## src/rtl/sort_arbiter.sv

```systemverilog
// Two-requester arbiter in front of a shared 8-entry sorter: grants ownership,
// forwards the owner's memory/start controls, and revokes idle owners via a watchdog.
module sort_arbiter #(
  parameter int WD_LIMIT = 64
) (
  input  logic       clk,
  input  logic       rst,
  input  logic       req0_i,
  input  logic       req1_i,
  input  logic       wr0_i,
  input  logic       wr1_i,
  input  logic [2:0] addr0_i,
  input  logic [2:0] addr1_i,
  input  logic [7:0] din0_i,
  input  logic [7:0] din1_i,
  input  logic       start0_i,
  input  logic       start1_i,
  output logic       grant0_o,
  output logic       grant1_o,
  output logic       done0_o,
  output logic       done1_o,
  output logic       revoked0_o,
  output logic       revoked1_o,
  output logic [7:0] dout_o,
  output logic       s_nrst_o,
  output logic       s_start_o,
  output logic       s_wr_o,
  output logic [2:0] s_addr_o,
  output logic [7:0] s_din_o,
  input  logic [7:0] s_dout_i,
  input  logic       s_ready_i
);
  localparam int WDW = $clog2(WD_LIMIT + 1);
  localparam logic [WDW-1:0] WD_LAST = WDW'(WD_LIMIT - 1);

  typedef enum logic [2:0] {IDLE, GRANT, ACK, SORT, DRAIN} state_e;

  state_e         state_q, state_d;
  logic           owner_q, owner_d;
  logic           last_q, last_d;
  logic [WDW-1:0] wd_q, wd_d;

  logic       own_req, oth_req, own_wr, own_start;
  logic [2:0] own_addr;
  logic [7:0] own_din;

  assign own_req   = owner_q ? req1_i   : req0_i;
  assign oth_req   = owner_q ? req0_i   : req1_i;
  assign own_wr    = owner_q ? wr1_i    : wr0_i;
  assign own_start = owner_q ? start1_i : start0_i;
  assign own_addr  = owner_q ? addr1_i  : addr0_i;
  assign own_din   = owner_q ? din1_i   : din0_i;

  assign s_nrst_o = ~rst;
  assign dout_o   = s_dout_i;

  always_ff @(posedge clk or posedge rst) begin
    if (rst) begin
      state_q <= IDLE;
      owner_q <= 1'b0;
      last_q  <= 1'b1;
      wd_q    <= '0;
    end else begin
      state_q <= state_d;
      owner_q <= owner_d;
      last_q  <= last_d;
      wd_q    <= wd_d;
    end
  end

  always_comb begin
    state_d    = state_q;
    owner_d    = owner_q;
    last_d     = last_q;
    wd_d       = wd_q;
    grant0_o   = 1'b0;
    grant1_o   = 1'b0;
    done0_o    = 1'b0;
    done1_o    = 1'b0;
    revoked0_o = 1'b0;
    revoked1_o = 1'b0;
    s_start_o  = 1'b0;
    s_wr_o     = 1'b0;
    s_addr_o   = '0;
    s_din_o    = '0;
    if (state_q == GRANT || state_q == ACK || state_q == SORT) begin
      grant0_o = ~owner_q;
      grant1_o = owner_q;
    end
    case (state_q)
      IDLE: begin
        if (req0_i && req1_i) owner_d = ~last_q;
        else if (req1_i)      owner_d = 1'b1;
        else if (req0_i)      owner_d = 1'b0;
        if (req0_i || req1_i) begin
          state_d = GRANT;
          wd_d    = '0;
        end
      end
      GRANT: begin
        s_wr_o   = own_wr;
        s_addr_o = own_addr;
        s_din_o  = own_din;
        // Release beats revoke, revoke beats a new sort launch.
        if (!own_req) begin
          state_d = DRAIN;
          last_d  = owner_q;
          wd_d    = '0;
        end else if (oth_req && wd_q == WD_LAST) begin
          revoked0_o = ~owner_q;
          revoked1_o = owner_q;
          state_d    = DRAIN;
          last_d     = owner_q;
          wd_d       = '0;
        end else if (own_start && s_ready_i) begin
          s_start_o = 1'b1;
          s_wr_o    = 1'b0;
          state_d   = ACK;
          wd_d      = '0;
        end else begin
          wd_d = oth_req ? wd_q + 1'b1 : '0;
        end
      end
      ACK: begin
        wd_d = '0;
        if (!s_ready_i) state_d = SORT;
      end
      SORT: begin
        wd_d = '0;
        if (s_ready_i) begin
          done0_o = ~owner_q;
          done1_o = owner_q;
          state_d = GRANT;
        end
      end
      DRAIN:   state_d = IDLE;
      default: state_d = IDLE;
    endcase
  end
endmodule

```

## config.mk

```make
export PLATFORM = sky130hd
export DESIGN_NAME = sort_arbiter
export DESIGN_NICKNAME = d
export VERILOG_FILES = /design/src/rtl/sort_arbiter.sv
export SDC_FILE = /design/constraint.sdc
export NUM_CORES = 1
export LEC_CHECK = 0
export ABC_AREA = 1
export BUFFER_PORTS_ARGS = -buffer_cell sky130_fd_sc_hd__buf_2
export CORE_ASPECT_RATIO = 1.2
export CORE_MARGIN = 10
export CORE_UTILIZATION = 46
export CTS_CLUSTER_DIAMETER = 30
export DETAILED_ROUTE_END_ITERATION = 10
export GPL_TIMING_DRIVEN = 0
export PLACE_DENSITY = 0.86
export SLEW_MARGIN = 20
export SYNTH_ARGS = -nofsm -noshare
export SYNTH_HDL_FRONTEND = slang
export SYNTH_SLANG_ARGS = --single-unit
```

## constraint.sdc

```tcl
create_clock -name clk -period 2.6 [get_ports clk]
set_input_delay 0.13 -clock clk [delete_from_list [all_inputs] [get_ports clk]]
set_output_delay 0.13 -clock clk [all_outputs]
set_load 0.005 [all_outputs]
```

==> reports/results.ini <==
[grt]
grt_overflow = 0
antenna_found_initial = 0
grt_pass1_vias = 1243
grt_pass1_wl_um = 5180
grtUsageTotal_pct = 13.3
grt_max_degree = 14

[routing]
drc = 0
vias = 1243
drtPass1Iterations = 4
drt_iter0_markers = 52
vias_per_cell = 4.69
routed_wl_um = 3130
drtAntennaViolNets = 0
wl_per_cell_um = 11.8

[cells_and_area]
diodes = 0
fin_cells = 265
drive_above_1_share_pct = 36.8
num-fill-cells = 219
finalCoreUtilization_pct = 63.6
final_common_cell = nand2_1
mostFrequentLayoutCells = nand2_1 (65), buf_2 (59), a21oi_1 (16), inv_1 (14), dfrtp_1 (11)
final_nets = 275
syn_to_final_growth_pct = 35.4

[run_status]
status = finished, final reports clean

[clocking]
cts.sinks = 12
cts-root-buf = clkbuf_4
postCtsSetupBuffers = 0
clk_pin_slew_ns = 0.08
numCtsBuffers = 3
clk_latency_ns = 0.28
cts_buffer_depth = 2
htree_levels = 1
cts_resized = 0
cts_tree = built

[placement]
gp_congestion = 0.853
io_buffers = 58
dpl_worst_slack_ns = 1.12
dp_cells = 260
dp_hpwl_um = 2580

[die]
die_y_um = 72.6
fp.dieArea_um2 = 4640
std_cell_rows = 19
fp.dieW_um = 63.8
io_pins = 67
core_area_um2 = 2260
start_util_pct = 47.0

[power]
ir_drop_uv = 572
power_density_nw_per_um2 = 824
leakage_nw = 0.810
switchingPower_w = 0.000589
pwr-share-seq_pct = 24.4
clockPowerShare_pct = 13.0
internal_power_w = 0.000595
p_sw_share_pct = 49.8
combinationalPowerShare_pct = 62.7

[timing]
fin_ws_ns = 0.792
fin_skew_ns = 0.00385
fin_hold_ws_ns = 0.131
rsz0062_at_grt = no
period_needed_ns = 1.81
hold_viol = 0
drv_slew = 0
worst_slew_pin_slew_ns = 0.502
slew-limit-headroom_pct = 66.5
post-route-period-util_pct = 69.5
max_freq_ghz = 0.553
finalSetupTns_ns = 0
finalSetupViolCount = 0

[run]
cap_viol_max_count = 0

[worst_hold_path]
hold_class = in2reg

[setup_path]
arrival_ns = 1.68
cp-start-kind = register
cp_data_required_time_ns = 2.47
critPathCaptureType = output port
critPathMaxFanout = 5
crit_type = reg2out
r2r_setup_slack_ns = 1.15

[logic_synthesis]
seq_area_frac_synth_pct = 28.4
syn_inst = 171
synth_cell_types = 26
synth_area_per_cell_um2 = 6.20
synth_nets = 211
yosys_warnings = 0
synth-seq-cells = 12
syn_area_um2 = 1060

## cells in the mapped netlist
library cell	n	share of area, %
nand2_1	65	23
nor4_1	2	1.2
ha_1	1	1.2
nor2_4	1	1.1
nand3_2	4	3.8
nand2_4	1	1.1
nor2_1	10	3.5
a21oi_1	16	7.5
nor3_1	3	1.4
o21ai_0	2	0.94
a21boi_1	1	0.71
dfstp_2	1	2.5
clkbuf_1	2	0.71
buf_4	9	6.4
buf_2	1	0.47
inv_1	14	5.0
nand4_2	1	1.2
nand2_2	1	0.59
dfrtp_1	11	26
o21bai_1	1	0.71
nand4_1	1	0.59
inv_2	3	1.1
o21ai_1	9	4.2
clkinv_1	1	0.35
nand3_1	8	3.8
nor2_2	2	1.2
## critical path, cell delays in order, from the launching register on
cell and delay [ns]:
dfrtp_1 0.40, ha_1 0.20, nand2_1 0.11, nor2_2 0.18
nand3_2 0.16, nand2_1 0.11, o21ai_1 0.07, inv_1 0.06
buf_2 0.10
## through the flow
step / cell area (µm²) / power, W
final: 1440 / 0.00118
after global routing: 1440 / 0.00131
after CTS: 1440 / 0.00119
after detailed placement: 1390 / 0.00104
after global placement: 1390 / 0.00103
after floorplan: 1060 / 0.000802
## flip-flops by register name, indices dropped and copies added (netlist names)
name,count
wd_q,7
state_q,3
last_q,1
owner_q,1
## power groups by stage
stage	clock network [W]	registers [W]	logic, W
2_1_floorplan	0	0.000279	0.000523
3_3_place_gp	0	0.000288	0.000739
3_5_place_dp	0	0.000289	0.000748
4_1_cts	0.000153	0.000286	0.000751
5_1_grt	0.000163	0.000294	0.000853
6_report	0.000153	0.000288	0.000742
## final timing paths
check / start / endpoint / cells after the start
min reg2reg: last_q / last_q / 2
max: wd_q[0] / s_wr_o / 8
min in group asynchronous: rst / wd_q[2] / 3
min: req1_i / owner_q / 3
max reg2reg: wd_q[0] / last_q / 8
max in group asynchronous: rst / last_q / 3
## kinds of logic after synthesis
| logic type | synth area share [%] |
|---|---|
| fa+ha+maj | 1.18 |
| flops | 28.4 |
| compound gates | 14.2 |
| simple gates | 42.3 |
| buf+inv | 13.9 |
## layer usage
| layer | global-route usage [%] | share of wire (%) |
|---|---|---|
| met5 | 0 | 0 |
| met4 | 2.19 | 0.83 |
| met3 | 7.22 | 8.5 |
| met2 | 25.2 | 52 |
| met1 | 12.3 | 39 |
## cell type report
| cell class | count | area (µm²) | share of cell area [%] |
|---|---|---|---|
| repair buffers | 59 | 300 | 20.9 |
| multi-input cells | 129 | 612 | 42.6 |
| flip-flops and latches | 12 | 302 | 21.0 |
| plain buffers | 12 | 80.1 | 5.57 |
| inverters | 18 | 67.6 | 4.70 |
| clock buffers | 4 | 36.3 | 2.53 |
| well taps | 31 | 38.8 | 2.70 |
## timing repair
item	in CTS	in global routing
endpoints found under the hold margin	11	0
hold buffers	1	0
setup endpoints to repair	0	0
(Power assumes the default switching activity.)
